[config.mk]
export PLATFORM = sky130hd
export DESIGN_NAME = wb_stage
export DESIGN_NICKNAME = d
export VERILOG_FILES = /design/src/rtl/wb_stage_pkg.sv /design/src/rtl/wb_stage_load_align.sv /design/src/rtl/wb_stage.sv
export SDC_FILE = /design/constraint.sdc
export NUM_CORES = 1
export LEC_CHECK = 0
export CAP_MARGIN = 15
export CORE_ASPECT_RATIO = 1.1
export CORE_MARGIN = 5
export CORE_UTILIZATION = 40
export DETAILED_ROUTE_END_ITERATION = 7
export PLACE_DENSITY_LB_ADDON = 0.05
export SYNTH_ARGS = -nofsm -noshare
export SYNTH_HDL_FRONTEND = slang
export SYNTH_SLANG_ARGS = --single-unit
[constraint.sdc]
create_clock -name clk_i -period 5.17 [get_ports clk_i]
set_clock_uncertainty 0.15 [all_clocks]
set_input_delay 0.7755 -clock clk_i [delete_from_list [all_inputs] [get_ports clk_i]]
set_output_delay 0.7755 -clock clk_i [all_outputs]
set_load 0.1 [all_outputs]
[src/rtl/wb_stage_pkg.sv]
// Shared definitions for the write-back stage.
// Provides the datapath/register-address widths, zero constants, write-enable and
// reset-level constants, load funct3 encodings and a helper that flags the
// reserved load funct3 values.
package wb_stage_pkg;

  localparam int unsigned RegBus     = 32;  // datapath width
  localparam int unsigned RegAddrBus = 5;   // register address width

  localparam logic [RegBus-1:0]     ZeroWord = '0;
  localparam logic [RegAddrBus-1:0] ZeroReg  = '0;

  localparam logic WriteEnable  = 1'b1;
  localparam logic WriteDisable = 1'b0;
  localparam logic RstEnable    = 1'b0;  // reset is active-low
  localparam logic RstDisable   = 1'b1;

  // Load funct3 encodings
  localparam logic [2:0] LdB  = 3'b000;
  localparam logic [2:0] LdH  = 3'b001;
  localparam logic [2:0] LdW  = 3'b010;
  localparam logic [2:0] LdBu = 3'b100;
  localparam logic [2:0] LdHu = 3'b101;

  // funct3 values 011/110/111 are not loads this core implements.
  function automatic logic ld_type_illegal(input logic [2:0] ldtype);
    return (ldtype == 3'b011) || (ldtype == 3'b110) || (ldtype == 3'b111);
  endfunction

endpackage

[src/rtl/wb_stage_load_align.sv]
// Combinational little-endian load aligner.
// Ports:
//   word_i   : raw 32-bit word from data memory
//   addr_i   : low two bits of the effective address
//   ldtype_i : load funct3
//   data_o   : aligned, sign/zero-extended load value
//   bad_o    : misaligned access or unsupported funct3 (caller gates with is_load)
module wb_stage_load_align
  import wb_stage_pkg::*;
#(
  parameter int unsigned XLEN = RegBus
) (
  input  logic [XLEN-1:0] word_i,
  input  logic [1:0]      addr_i,
  input  logic [2:0]      ldtype_i,
  output logic [XLEN-1:0] data_o,
  output logic            bad_o
);

  logic [7:0]  ld_byte;
  logic [15:0] ld_half;

  always_comb begin
    ld_byte = word_i[7:0];
    case (addr_i)
      2'b00:   ld_byte = word_i[7:0];
      2'b01:   ld_byte = word_i[15:8];
      2'b10:   ld_byte = word_i[23:16];
      default: ld_byte = word_i[31:24];
    endcase
    ld_half = addr_i[1] ? word_i[31:16] : word_i[15:0];
  end

  always_comb begin
    data_o = ZeroWord[XLEN-1:0];
    case (ldtype_i)
      LdB:     data_o = {{(XLEN-8){ld_byte[7]}}, ld_byte};
      LdH:     data_o = {{(XLEN-16){ld_half[15]}}, ld_half};
      LdW:     data_o = word_i;
      LdBu:    data_o = {{(XLEN-8){1'b0}}, ld_byte};
      LdHu:    data_o = {{(XLEN-16){1'b0}}, ld_half};
      default: data_o = ZeroWord[XLEN-1:0];
    endcase
  end

  always_comb begin
    bad_o = ld_type_illegal(ldtype_i)
          | (((ldtype_i == LdH) || (ldtype_i == LdHu)) & addr_i[0])
          | ((ldtype_i == LdW) & (addr_i != 2'b00));
  end

endmodule

[src/rtl/wb_stage.sv]
// MEM/WB pipeline register and write-back logic.
// Captures the MEM-stage result, aligns load data from the synchronous data
// memory, drives the single regfile write port and counts retired instructions.
// Ports:
//   clk_i, rst_i (sync, active-low)     : clock / reset
//   stall_i, flush_i                    : hold stage / insert bubble (flush wins)
//   mem_valid_i .. mem_ldtype_i         : MEM-stage instruction fields
//   dmem_rdata_i                        : memory word, valid in the first WB cycle
//   we_o, waddr_o, wdata_o              : regfile write port
//   exc_o                               : one-cycle load fault pulse
//   retire_cnt_o                        : retired-instruction count
module wb_stage
  import wb_stage_pkg::*;
#(
  parameter int unsigned XLEN   = RegBus,
  parameter int unsigned REG_AW = RegAddrBus,
  parameter int unsigned CNT_W  = 64
) (
  input  logic              clk_i,
  input  logic              rst_i,
  input  logic              stall_i,
  input  logic              flush_i,
  input  logic              mem_valid_i,
  input  logic              mem_we_i,
  input  logic [REG_AW-1:0] mem_waddr_i,
  input  logic [XLEN-1:0]   mem_alu_i,
  input  logic              mem_is_load_i,
  input  logic [2:0]        mem_ldtype_i,
  input  logic [XLEN-1:0]   dmem_rdata_i,
  output logic              we_o,
  output logic [REG_AW-1:0] waddr_o,
  output logic [XLEN-1:0]   wdata_o,
  output logic              exc_o,
  output logic [CNT_W-1:0]  retire_cnt_o
);

  logic              valid_q;
  logic              new_q;     // first cycle this instruction sits in WB
  logic              we_q;
  logic [REG_AW-1:0] waddr_q;
  logic [XLEN-1:0]   alu_q;
  logic              is_load_q;
  logic [2:0]        ldtype_q;
  logic [XLEN-1:0]   ld_hold_q;
  logic [CNT_W-1:0]  retire_cnt_q;
  logic [CNT_W-1:0]  retire_cnt_d;

  logic [XLEN-1:0] ld_word;
  logic [XLEN-1:0] ld_data;
  logic            ld_bad;
  logic            bad;
  logic            retire;

  // Pipeline register
  always_ff @(posedge clk_i) begin
    if (rst_i == RstEnable) begin
      valid_q   <= 1'b0;
      new_q     <= 1'b0;
      we_q      <= WriteDisable;
      waddr_q   <= ZeroReg[REG_AW-1:0];
      alu_q     <= ZeroWord[XLEN-1:0];
      is_load_q <= 1'b0;
      ldtype_q  <= 3'b000;
    end else if (flush_i) begin
      valid_q <= 1'b0;
      new_q   <= 1'b0;
    end else if (!stall_i) begin
      valid_q   <= mem_valid_i;
      new_q     <= mem_valid_i;
      we_q      <= mem_we_i;
      waddr_q   <= mem_waddr_i;
      alu_q     <= mem_alu_i;
      is_load_q <= mem_is_load_i;
      ldtype_q  <= mem_ldtype_i;
    end else begin
      new_q <= 1'b0;
    end
  end

  // The memory only presents the word in the first WB cycle; keep a copy so a
  // stalled load still shows the right value afterwards.
  always_ff @(posedge clk_i) begin
    if (rst_i == RstEnable) begin
      ld_hold_q <= ZeroWord[XLEN-1:0];
    end else if (new_q && is_load_q) begin
      ld_hold_q <= dmem_rdata_i;
    end
  end

  assign ld_word = new_q ? dmem_rdata_i : ld_hold_q;

  wb_stage_load_align #(
    .XLEN(XLEN)
  ) u_load_align (
    .word_i  (ld_word),
    .addr_i  (alu_q[1:0]),
    .ldtype_i(ldtype_q),
    .data_o  (ld_data),
    .bad_o   (ld_bad)
  );

  assign bad    = is_load_q & ld_bad;
  assign retire = valid_q & new_q & ~bad;

  always_comb begin
    retire_cnt_d = retire_cnt_q;
    if (retire) begin
      // Natural wrap at 2^CNT_W.
      retire_cnt_d = retire_cnt_q + {{(CNT_W-1){1'b0}}, 1'b1};
    end
  end

  always_ff @(posedge clk_i) begin
    if (rst_i == RstEnable) begin
      retire_cnt_q <= '0;
    end else begin
      retire_cnt_q <= retire_cnt_d;
    end
  end

  always_comb begin
    wdata_o      = is_load_q ? ld_data : alu_q;
    waddr_o      = waddr_q;
    // Gated by new_q so a stalled instruction writes only once.
    we_o         = valid_q & new_q & we_q & (waddr_q != ZeroReg[REG_AW-1:0]) & ~bad;
    exc_o        = valid_q & new_q & bad;
    retire_cnt_o = retire_cnt_q;
  end

endmodule
# Word level (Yosys, flattened, before mapping)
# Index checks and enable logic that the tools add are counted.
[totals]
reg_bits = 140
in_bits = 79
output_inout_bits = 103
wordCells = 50
[classes]
reduce_logical = 11
eq_ne = 9
bitwise_logic = 15
muxes = 5
addsub = 1
[ops]
columns = ["cell", "n"]
rows = [
  ["case mux 32 bit (5 select lines)", 1],
  ["adder 64 x 1 -> 64 bit (second input constant)", 1],
  ["two-way mux 32 bit", 2],
  ["case mux 8 bit (3 select lines)", 1],
  ["two-way mux 16 bit", 1],
  ["equality test 3 bit (second input constant)", 4],
  ["AND 1 bit", 9],
  ["equality test 3 x 2 -> 1 bit (second input constant)", 2],
  ["nonzero test 5 bit", 1],
  ["NOT 1 bit", 4],
  ["equality test 3 x 1 -> 1 bit (second input constant)", 1],
  ["zero test 3 bit", 1],
  ["logical OR 1 bit", 3],
  ["OR reduction 3 bit", 1],
  ["equality test 2 x 1 -> 1 bit (second input constant)", 1],
  ["equality test 2 bit (second input constant)", 1],
  ["zero test 2 bit", 1],
  ["OR 1 bit", 2],
  ["AND reduction 2 bit", 1],
  ["nonzero test 2 bit", 1],
  ["OR reduction 2 bit", 1],
  ["logical AND 1 bit", 1],
]

# Depth between registers and ports, before layout
# Gate-level depths: netlist (run 1).
[logic_depth]
ltp_word = 8
mapped_depth = 8
depth_no_buf = 6

# Hierarchy
# From an unflattened synthesis (run 1), not the netlist that was laid out.
[unflattened]
cells_unflattened = 938
hier_area_um2 = 7649.8
[by_module_without_submodules]
columns = ["module", "cells_each", "n_inst", "seq_area_each_um2", "area_each_um2"]
rows = [
  ["wb_stage", 799, 1, 2802.7, 6590.1],
  ["wb_stage_load_align", 139, 1, 0.0, 1059.8],
]

# Worst setup path before layout (run 1)
# OpenSTA, ideal clock, no wires.
[synth_path]
kind = "input -> output"
from = "input port dmem_rdata_i[31]"
to = "output port wdata_o[7]"
path_slack_ns = 0.757
stages = 6
path_buffers = 1
arrival_ns = 3.487
cell_sequence = "mux2i_1 -> and3_1 -> a2111oi_2 -> buf_4 -> a211oi_1 -> o22ai_1"
[synth_between]
elab_chain_cells = 4
[synth_rtl]
columns = ["element", "line_no", "source"]
rows = [
  ["from (decl)", "wb_stage.sv:29", "input logic [XLEN-1:0] dmem_rdata_i,"],
  ["two-way mux 32 bit", "wb_stage.sv:90", "assign ld_word = new_q ? dmem_rdata_i : ld_hold_q;"],
  ["case mux 8 bit (3 select lines)", "wb_stage_load_align.sv:25", "case (addr_i)"],
  ["case mux 32 bit (5 select lines)", "wb_stage_load_align.sv:36", "case (ldtype_i)"],
  ["two-way mux 32 bit", "wb_stage.sv:122", "wdata_o = is_load_q ? ld_data : alu_q;"],
  ["to (decl)", "wb_stage.sv:32", "output logic [XLEN-1:0] wdata_o,"],
]
# Every way passes these cells.

# Worst setup path in the final report (run 1)
[layout_path]
from = "register alu_q[1]"
to = "output port we_o"
[layout_between]
elab_chain_cells = 6
[layout_rtl]
columns = ["element", "line_no", "source"]
rows = [
  ["from (decl)", "wb_stage.sv:41", "logic [XLEN-1:0] alu_q;"],
  ["from (signal assigned)", "wb_stage.sv:61", "alu_q <= ZeroWord[XLEN-1:0];"],
  ["from (signal assigned)", "wb_stage.sv:72", "alu_q <= mem_alu_i;"],
  ["nonzero test 2 bit", "wb_stage_load_align.sv:49", "| ((ldtype_i == LdW) & (addr_i != 2'b00));"],
  ["AND 1 bit", "wb_stage_load_align.sv:49", ""],
  ["OR 1 bit", "wb_stage_load_align.sv:49", ""],
  ["AND 1 bit", "wb_stage.sv:102", "assign bad = is_load_q & ld_bad;"],
  ["NOT 1 bit", "wb_stage.sv:125", "we_o = valid_q & new_q & we_q & (waddr_q != ZeroReg[REG_AW-1:0]) & ~bad;"],
  ["AND 1 bit", "wb_stage.sv:125", ""],
  ["to (decl)", "wb_stage.sv:30", "output logic we_o,"],
]
# Every way passes these cells.

==> results of run 1 <==
[cells by family after synthesis]
group | Yosys count
adders and majority gates | 1
xor gates and xnor gates | 20
AOI/OAI and AO/OA | 239
buffers and inverters | 103
DFF | 140
and+or+nand+nor | 400
muxes | 43
[state kept, by name (all words and copies together) (netlist names)]
| name | count |
|---|---|
| alu_q | 32 |
| is_load_q | 1 |
| ld_hold_q | 32 |
| ldtype_q | 3 |
| new_q | 1 |
| retire_cnt_o | 64 |
| valid_q | 1 |
| waddr_o | 5 |
| we_q | 1 |
[placed cells by master, fill, tap and decap left out, types with 2 or more instances in the layout]
master,synthesis,routed
sky130_fd_sc_hd__or4_1,15,15
sky130_fd_sc_hd__and2_1,3,3
sky130_fd_sc_hd__nand3_1,20,20
sky130_fd_sc_hd__and4_1,12,12
sky130_fd_sc_hd__and3_1,12,12
sky130_fd_sc_hd__a31o_2,2,2
sky130_fd_sc_hd__xnor2_1,15,15
sky130_fd_sc_hd__o21ai_0,50,50
sky130_fd_sc_hd__clkinvlp_4,0,4
sky130_fd_sc_hd__inv_1,31,30
sky130_fd_sc_hd__dfxtp_1,140,139
sky130_fd_sc_hd__o41ai_1,10,10
sky130_fd_sc_hd__nor2_1,54,53
sky130_fd_sc_hd__clkdlybuf4s50_1,0,148
sky130_fd_sc_hd__nor3_1,13,13
sky130_fd_sc_hd__clkbuf_16,0,17
sky130_fd_sc_hd__nor4_1,6,5
sky130_fd_sc_hd__nand4_2,2,2
sky130_fd_sc_hd__or2_2,2,2
sky130_fd_sc_hd__bufinv_16,0,3
sky130_fd_sc_hd__clkbuf_8,0,3
sky130_fd_sc_hd__nand4b_1,10,10
sky130_fd_sc_hd__nor2b_1,10,10
sky130_fd_sc_hd__a21oi_1,123,123
sky130_fd_sc_hd__or3_1,18,18
sky130_fd_sc_hd__buf_4,2,17
sky130_fd_sc_hd__xor2_1,5,5
sky130_fd_sc_hd__o22ai_1,15,15
sky130_fd_sc_hd__clkbuf_1,57,2
sky130_fd_sc_hd__nand2b_1,4,4
sky130_fd_sc_hd__buf_12,0,25
sky130_fd_sc_hd__clkinv_2,0,2
sky130_fd_sc_hd__mux2_2,10,10
sky130_fd_sc_hd__o31ai_1,31,31
sky130_fd_sc_hd__nor4_2,1,2
sky130_fd_sc_hd__nand2_1,190,190
sky130_fd_sc_hd__mux2i_1,33,33
sky130_fd_sc_hd__nand4_1,19,19
[per-layer routing]
layer,track usage,up-vias
met1,0.3119,3448
met4,0.05583,2
met2,0.3149,218
met5,0,-
met3,0.06536,25
li1,-,3625
[final cells by class]
class / count / area, um^2
fill: 1708 / 7779
multi-input combinational: 703 / 4014
sequential: 140 / 2804
timing repair buffer: 190 / 2110
clock buffer: 22 / 474.2
tap: 238 / 297.8
clock inverter: 10 / 138.9
inverter: 32 / 122.6
[critical path, cell delays in order (launching register included)]
cell and delay [ns]:
sky130_fd_sc_hd__dfxtp_1 0.45, sky130_fd_sc_hd__o311ai_4 0.38, sky130_fd_sc_hd__and3b_1 0.42, sky130_fd_sc_hd__o311a_1 0.22
sky130_fd_sc_hd__clkdlybuf4s50_1 1.15
[worst min-delay path by stage]
| stage | startpoint | to | slack [ns] | cells past startpoint |
|---|---|---|---|---|
| after floorplan | alu_q[10] | alu_q[10] | 0.28 | 2 |
| after CTS | alu_q[11] | alu_q[11] | 0.30 | 2 |
| after global routing | ld_hold_q[2] | ld_hold_q[2] | 0.32 | 2 |
| after detailed placement | alu_q[10] | alu_q[10] | 0.29 | 2 |
| final | ld_hold_q[25] | ld_hold_q[25] | 0.30 | 2 |
| after global placement | alu_q[14] | alu_q[14] | 0.29 | 2 |
[where the power goes]
part / internal (mW) / total [mW] / switching (mW)
sequential: 1.10 / 1.11 / 0.0150
clock: 0.796 / 1.27 / 0.474
combinational: 0.126 / 0.331 / 0.205
total: 2.02 / 2.71 / 0.693
==> metrics.txt, run 1 <==
# TYPE chip_impl_metric gauge
chip_impl_metric{name="number_of_antenna_violations_at_the_first_check_in_global_routing",unit=""} 1
chip_impl_metric{name="post_synth_mux_area_share",unit=""} 0.06137
chip_impl_info{name="min-delay-path-class",value="flip-flop to flip-flop"} 1
chip_impl_metric{name="dr_wl_met3",unit="mm"} 1.716
chip_impl_metric{name="ir_drop",unit="mV"} 0.2176
chip_impl_info{name="timing.critical_path.to",value="we_o"} 1
chip_impl_metric{name="grt_start_max_net_pins",unit=""} 93
chip_impl_info{name="startpoint_type",value="flip-flop"} 1
chip_impl_metric{name="cts-buffers-inserted",unit=""} 17
chip_impl_metric{name="synth-compound-area-share",unit=""} 0.1923
chip_impl_metric{name="floorplan.io_pins",unit=""} 182
chip_impl_metric{name="reg2regPathDepth",unit=""} 5
chip_impl_metric{name="setup_viol_count_final",unit=""} 0
chip_impl_info{name="grt_setup_unrepaired",value="no"} 1
chip_impl_metric{name="max_clock_freq",unit="MHz"} 251.8
chip_impl_metric{name="critical_path.max_fanout",unit=""} 13
chip_impl_metric{name="proportion_of_netlist_area_held_by_the_largest_area_contributor",unit=""} 0.3883
chip_impl_metric{name="routed_wirelength",unit="mm"} 23.09
chip_impl_metric{name="cap_viol_max_count",unit=""} 0
chip_impl_metric{name="synth.lib_cells_used.distinct",unit=""} 52
chip_impl_metric{name="port_buffers",unit=""} 181
chip_impl_metric{name="grt_util_all_layers",unit=""} 0.2163
chip_impl_metric{name="required",unit="ns"} 4.24
chip_impl_metric{name="drt_drc_violations_left",unit=""} 0
chip_impl_info{name="tritoncts",value="done"} 1
chip_impl_metric{name="static-leakage-power",unit="nW"} 3.286
chip_impl_metric{name="yosys_warning_total",unit=""} 0
chip_impl_info{name="synth.area.top_cells",value="sky130_fd_sc_hd__dfxtp_1 (39%), sky130_fd_sc_hd__nand2_1 (9.9%), sky130_fd_sc_hd__a21oi_1 (8.5%)"} 1
chip_impl_metric{name="min_period",unit="ns"} 3.971
chip_impl_metric{name="final_core_utilization",unit=""} 0.5615
chip_impl_metric{name="post_layout_nonfiller_instances",unit=""} 1335
chip_impl_metric{name="fin_total_pwr",unit="mW"} 2.711
chip_impl_metric{name="detailroute.via_count",unit=""} 7318
chip_impl_metric{name="clockBufferDepth",unit=""} 2
chip_impl_metric{name="dr.first_iter.drc_count",unit=""} 600
chip_impl_metric{name="clock_pin_slew_on_the_worst_setup_and_hold_paths",unit="ns"} 0.06
chip_impl_metric{name="grt_pass1_wl",unit="mm"} 36.47
chip_impl_metric{name="max_slew_margin_vs_limit",unit=""} 0.2541
chip_impl_metric{name="synth_fp_nets",unit=""} 1026
chip_impl_metric{name="globalRouteOverflowTotal",unit=""} 0
chip_impl_metric{name="synthArstFlopShare",unit=""} 0
chip_impl_metric{name="synth-simple-area-share",unit=""} 0.2739
chip_impl_metric{name="post_cts_setup_buffers",unit=""} 0
chip_impl_metric{name="grt_pass1_vias",unit=""} 6667
chip_impl_metric{name="total_met2_wirelength_after_detailed_routing",unit="mm"} 9.969
chip_impl_info{name="synth.top_cells.by_count",value="sky130_fd_sc_hd__nand2_1 (190), sky130_fd_sc_hd__dfxtp_1 (140), sky130_fd_sc_hd__a21oi_1 (123)"} 1
chip_impl_metric{name="timing_max_transition_violations_final",unit=""} 0
chip_impl_metric{name="seq_area_frac_synth",unit=""} 0.3883
chip_impl_metric{name="n_antenna_cell",unit=""} 0
chip_impl_info{name="synth_top_family_by_area",value="simple AND/OR/NAND/NOR gates"} 1
chip_impl_metric{name="post_synth_xor_area_fraction",unit=""} 0.02427
chip_impl_metric{name="finish.instance_area",unit="um^2"} 9961
chip_impl_metric{name="timing_worst_slew_pin_value",unit="ns"} 1.116
chip_impl_info{name="root_buffer",value="sky130_fd_sc_hd__clkbuf_16"} 1
chip_impl_metric{name="ys_seq_elements",unit=""} 140
chip_impl_metric{name="fin_tns_setup",unit="ns"} 0
chip_impl_metric{name="core_outline_area",unit="um^2"} 17740
chip_impl_metric{name="setup_ws",unit="ns"} 1.199
chip_impl_metric{name="placed_cells_incl_taps",unit=""} 1302
chip_impl_metric{name="synth-edff-count",unit=""} 0
chip_impl_metric{name="post_synth.cell_area_avg",unit="um^2"} 7.629
chip_impl_metric{name="floorplan.rows",unit=""} 51
chip_impl_metric{name="synth_adder_area_share",unit=""} 0.001734
chip_impl_info{name="cp-end-kind",value="output pin"} 1
chip_impl_metric{name="place.gp.congestion",unit=""} 0.8210
chip_impl_metric{name="antenna_left",unit=""} 0
chip_impl_metric{name="syn_inst",unit=""} 946
chip_impl_info{name="worstReg2RegEnd",value="retire_cnt_o[48]"} 1
chip_impl_metric{name="floorplan.initialDensity",unit=""} 0.4068
chip_impl_metric{name="area_growth",unit="%"} 38.02
chip_impl_metric{name="mapped_cell_area",unit="um^2"} 7217
chip_impl_info{name="timing.setup.critical_path_class",value="flip-flop to output pin"} 1
chip_impl_metric{name="place_area",unit="um^2"} 9340
chip_impl_info{name="outcome",value="finished, final reports clean"} 1
chip_impl_info{name="synth_ff_type",value="sky130_fd_sc_hd__dfxtp_1"} 1
chip_impl_metric{name="dr.pass1.iters",unit=""} 5
chip_impl_info{name="synthDominantAreaCellType",value="sky130_fd_sc_hd__dfxtp_1"} 1
chip_impl_metric{name="worst-r2r-setup-slack",unit="ns"} 2.12
chip_impl_info{name="most_frequent_cell_after_synthesis",value="sky130_fd_sc_hd__nand2_1"} 1
chip_impl_metric{name="post-place-ws",unit="ns"} 1.356
chip_impl_metric{name="detailedPlacementHpwl",unit="mm"} 16.08
chip_impl_metric{name="fp.dieH",unit="um"} 150.9
chip_impl_metric{name="viasPerCell",unit=""} 5.482
chip_impl_metric{name="die_wd",unit="um"} 138.1
chip_impl_metric{name="fin_worst_hold_slack",unit="ns"} 0.3015
chip_impl_metric{name="clock-sinks",unit=""} 140
chip_impl_metric{name="power_density",unit="nW/um^2"} 272.2
chip_impl_info{name="worstSetupStartpoint",value="alu_q[1]"} 1
chip_impl_metric{name="finalCritPeriodShare",unit=""} 0.7682
chip_impl_metric{name="final_nets",unit=""} 1164
chip_impl_info{name="dr.max_layer_used",value="met5"} 1
chip_impl_metric{name="insertion_delay",unit="ns"} 0.42
chip_impl_metric{name="post_cts.resized_instances",unit=""} 0
chip_impl_metric{name="drive_above_1_share",unit=""} 0.09207
chip_impl_metric{name="arrival_time_of_the_worst_setup_path",unit="ns"} 3.05
chip_impl_metric{name="hold_viol_final",unit=""} 0
chip_impl_info{name="worst_r2r_startpoint",value="alu_q[1]"} 1
chip_impl_metric{name="number_of_h_tree_branching_levels",unit=""} 4
chip_impl_metric{name="met1Wirelength",unit="mm"} 11.12
chip_impl_metric{name="post_cts_hold_buffer_count",unit=""} 0
chip_impl_metric{name="routed_wire_length_per_instance",unit="um"} 17.30
chip_impl_metric{name="fp.dieArea",unit="um^2"} 20830
Power figures use the tool's default switching activity.
==> run 2, diff against run 1 <==
==> constraint.sdc (replaced) <==
create_clock -name clk_i -period 4.1 [get_ports clk_i]
set_clock_uncertainty 0.15 [all_clocks]
set_input_delay 0.615 -clock clk_i [delete_from_list [all_inputs] [get_ports clk_i]]
set_output_delay 0.615 -clock clk_i [all_outputs]
set_load 0.1 [all_outputs]
==> metrics.txt, run 2 (synthesized netlist as in run 1, its figures left out) <==
# TYPE chip_impl_metric gauge
chip_impl_info{name="cp-end-kind",value="output pin"} 1
chip_impl_metric{name="clockBufferDepth",unit=""} 2
chip_impl_metric{name="required",unit="ns"} 3.34
chip_impl_info{name="grt_setup_unrepaired",value="no"} 1
chip_impl_metric{name="cap_viol_max_count",unit=""} 0
chip_impl_metric{name="fp.dieH",unit="um"} 150.9
chip_impl_info{name="min_to",value="alu_q[14]"} 1
chip_impl_metric{name="finalCritPeriodShare",unit=""} 0.8730
chip_impl_info{name="outcome",value="finished, final reports clean"} 1
chip_impl_metric{name="ir_drop",unit="mV"} 0.2763
chip_impl_info{name="mostFrequentLayoutCells",value="sky130_fd_sc_hd__nand2_1 (190), sky130_fd_sc_hd__clkdlybuf4s50_1 (147), sky130_fd_sc_hd__dfxtp_1 (139), sky130_fd_sc_hd__a21oi_1 (123), sky130_fd_sc_hd__nor2_1 (53)"} 1
chip_impl_metric{name="multi_input_comb_area",unit="um^2"} 4014
chip_impl_info{name="worst_r2r_startpoint",value="ldtype_q[1]"} 1
chip_impl_metric{name="critical_path.max_fanout",unit=""} 18
chip_impl_metric{name="power_density",unit="nW/um^2"} 367.0
chip_impl_metric{name="floorplan.io_pins",unit=""} 182
chip_impl_metric{name="final_core_utilization",unit=""} 0.5683
chip_impl_metric{name="clock-sinks",unit=""} 140
chip_impl_info{name="root_buffer",value="sky130_fd_sc_hd__clkbuf_16"} 1
chip_impl_metric{name="hold-path-cell-count",unit=""} 2
chip_impl_metric{name="post_cts_setup_buffers",unit=""} 0
chip_impl_info{name="min-delay-path-class",value="flip-flop to flip-flop"} 1
chip_impl_info{name="tritoncts",value="done"} 1
chip_impl_metric{name="grt_start_max_net_pins",unit=""} 72
chip_impl_metric{name="fillers",unit=""} 1710
chip_impl_info{name="layout.cells.most_common",value="sky130_fd_sc_hd__nand2_1"} 1
chip_impl_metric{name="floorplan.initialDensity",unit=""} 0.4068
chip_impl_metric{name="drt_drc_violations_left",unit=""} 0
chip_impl_metric{name="finish.instance_area",unit="um^2"} 10080
chip_impl_metric{name="floorplan.rows",unit=""} 51
chip_impl_metric{name="number_of_h_tree_branching_levels",unit=""} 4
chip_impl_metric{name="worst-r2r-setup-slack",unit="ns"} 1.09
chip_impl_metric{name="fin_tns_setup",unit="ns"} 0
chip_impl_metric{name="ff_latch_area",unit="um^2"} 2804
chip_impl_metric{name="placed_cells_incl_taps",unit=""} 1302
chip_impl_metric{name="arrival_time_of_the_worst_setup_path",unit="ns"} 2.81
chip_impl_info{name="startpoint_of_the_lowest_slack_hold_path",value="alu_q[14]"} 1
chip_impl_metric{name="max_clock_freq",unit="MHz"} 279.4
chip_impl_metric{name="hold_viol_final",unit=""} 0
chip_impl_metric{name="insertion_delay",unit="ns"} 0.42
chip_impl_metric{name="area_growth",unit="%"} 39.70
chip_impl_metric{name="die_wd",unit="um"} 138.1
chip_impl_metric{name="static-leakage-power",unit="nW"} 3.352
chip_impl_metric{name="grt_pass1_vias",unit=""} 6652
chip_impl_info{name="timing.setup.critical_path_class",value="input port to output pin"} 1
chip_impl_metric{name="timing_max_transition_violations_final",unit=""} 0
chip_impl_metric{name="dr.pass1.iters",unit=""} 7
chip_impl_metric{name="timing_worst_slew_pin_value",unit="ns"} 1.158
chip_impl_metric{name="cts-buffers-inserted",unit=""} 17
chip_impl_metric{name="grt_util_all_layers",unit=""} 0.2176
chip_impl_metric{name="clock_pin_slew_on_the_worst_setup_and_hold_paths",unit="ns"} 0.06
chip_impl_metric{name="post_cts.resized_instances",unit=""} 0
chip_impl_metric{name="port_buffers",unit=""} 181
chip_impl_metric{name="dr.first_iter.drc_count",unit=""} 502
chip_impl_metric{name="n_antenna_cell",unit=""} 0
chip_impl_metric{name="viasPerCell",unit=""} 5.453
chip_impl_metric{name="setup_viol_count_final",unit=""} 0
chip_impl_metric{name="antenna_left",unit=""} 0
chip_impl_metric{name="fp.dieArea",unit="um^2"} 20830
chip_impl_metric{name="post_layout_nonfiller_instances",unit=""} 1333
chip_impl_metric{name="post_cts_hold_buffer_count",unit=""} 0
chip_impl_metric{name="globalRouteOverflowTotal",unit=""} 0
chip_impl_metric{name="max_slew_margin_vs_limit",unit=""} 0.2264
chip_impl_metric{name="final_nets",unit=""} 1163
chip_impl_metric{name="min_period",unit="ns"} 3.579
chip_impl_metric{name="routed_wirelength",unit="mm"} 23.34
chip_impl_info{name="worstReg2RegEnd",value="retire_cnt_o[54]"} 1
chip_impl_metric{name="drive_above_1_share",unit=""} 0.09224
chip_impl_metric{name="detailroute.via_count",unit=""} 7269
chip_impl_metric{name="core_outline_area",unit="um^2"} 17740
chip_impl_metric{name="reg2regPathDepth",unit=""} 5
chip_impl_metric{name="largest_register_ffs",unit=""} 64
chip_impl_metric{name="place.gp.congestion",unit=""} 0.8158
chip_impl_info{name="startpoint_type",value="input port"} 1
chip_impl_metric{name="grt_pass1_wl",unit="mm"} 36.93
chip_impl_metric{name="number_of_antenna_violations_at_the_first_check_in_global_routing",unit=""} 0
chip_impl_metric{name="routed_wire_length_per_instance",unit="um"} 17.51
chip_impl_metric{name="fin_worst_hold_slack",unit="ns"} 0.3006
chip_impl_metric{name="detailedPlacementHpwl",unit="mm"} 16.04
chip_impl_metric{name="place_area",unit="um^2"} 9363
## run 2: cell types whose count changed in the layout (fill, tap and decap cells not counted)
cell / previous run / this run
sky130_fd_sc_hd__buf_12: 25 / 27
sky130_fd_sc_hd__buf_4: 17 / 15
sky130_fd_sc_hd__bufinv_16: 3 / 8
sky130_fd_sc_hd__clkbuf_1: 2 / 1
sky130_fd_sc_hd__clkbuf_8: 3 / 2
sky130_fd_sc_hd__clkdlybuf4s50_1: 148 / 147
sky130_fd_sc_hd__clkinv_2: 2 / 1
sky130_fd_sc_hd__clkinv_4: 1 / 2
sky130_fd_sc_hd__clkinvlp_4: 4 / 0
## run 2: report_power, final
group,internal (mW),total [mW],switching [mW],leakage (nW)
sequential,1.38,1.40,0.0187,1.13
clock,1.29,1.88,0.588,0.350
combinational,0.159,0.418,0.258,1.87
## run 2: stage by stage
step	setup slack [ns]	total power, mW
floorplan	0.008130	1.662
global placement	0.5562	1.847
detailed placement	0.5656	1.847
CTS	0.5580	3.729
global route	0.3829	3.823
finish	0.5207	3.700
## run 2: worst max-delay path: stages
cell and delay [ns]:
sky130_fd_sc_hd__clkdlybuf4s50_1 0.54, sky130_fd_sc_hd__mux2i_1 0.15, sky130_fd_sc_hd__and3_1 0.22, sky130_fd_sc_hd__a2111oi_2 0.35, sky130_fd_sc_hd__buf_4 0.32, sky130_fd_sc_hd__a211oi_1 0.08
sky130_fd_sc_hd__o22ai_1 0.33, sky130_fd_sc_hd__buf_12 0.23
## run 2: area by class of cell
type                       count  share of cell area
clock buffer                  20             0.04530
clock inverter                11             0.02606
inverter                      32             0.01216
multi-input combinational    703              0.3981
sequential                   140              0.2781
tap                          238             0.02954
timing repair buffer         189              0.2107
## run 2: worst max path at each step
| stage | from | endpoint | slack [ns] | cells after the start |
|---|---|---|---|---|
| CTS | dmem_rdata_i[31] | wdata_o[7] | 0.56 | 8 |
| finish | dmem_rdata_i[31] | wdata_o[7] | 0.52 | 8 |
| global placement | dmem_rdata_i[31] | wdata_o[7] | 0.56 | 8 |
| floorplan | dmem_rdata_i[31] | wdata_o[7] | 0.008 | 6 |
| global route | alu_q[1] | wdata_o[6] | 0.38 | 6 |
| detailed placement | dmem_rdata_i[31] | wdata_o[7] | 0.57 | 8 |
## run 2: routing by layer
layer  part of all wire  track usage
met5                  0            0
met4              0.016      0.06176
met3              0.070      0.06252
met2               0.43       0.3096
met1               0.49       0.3195
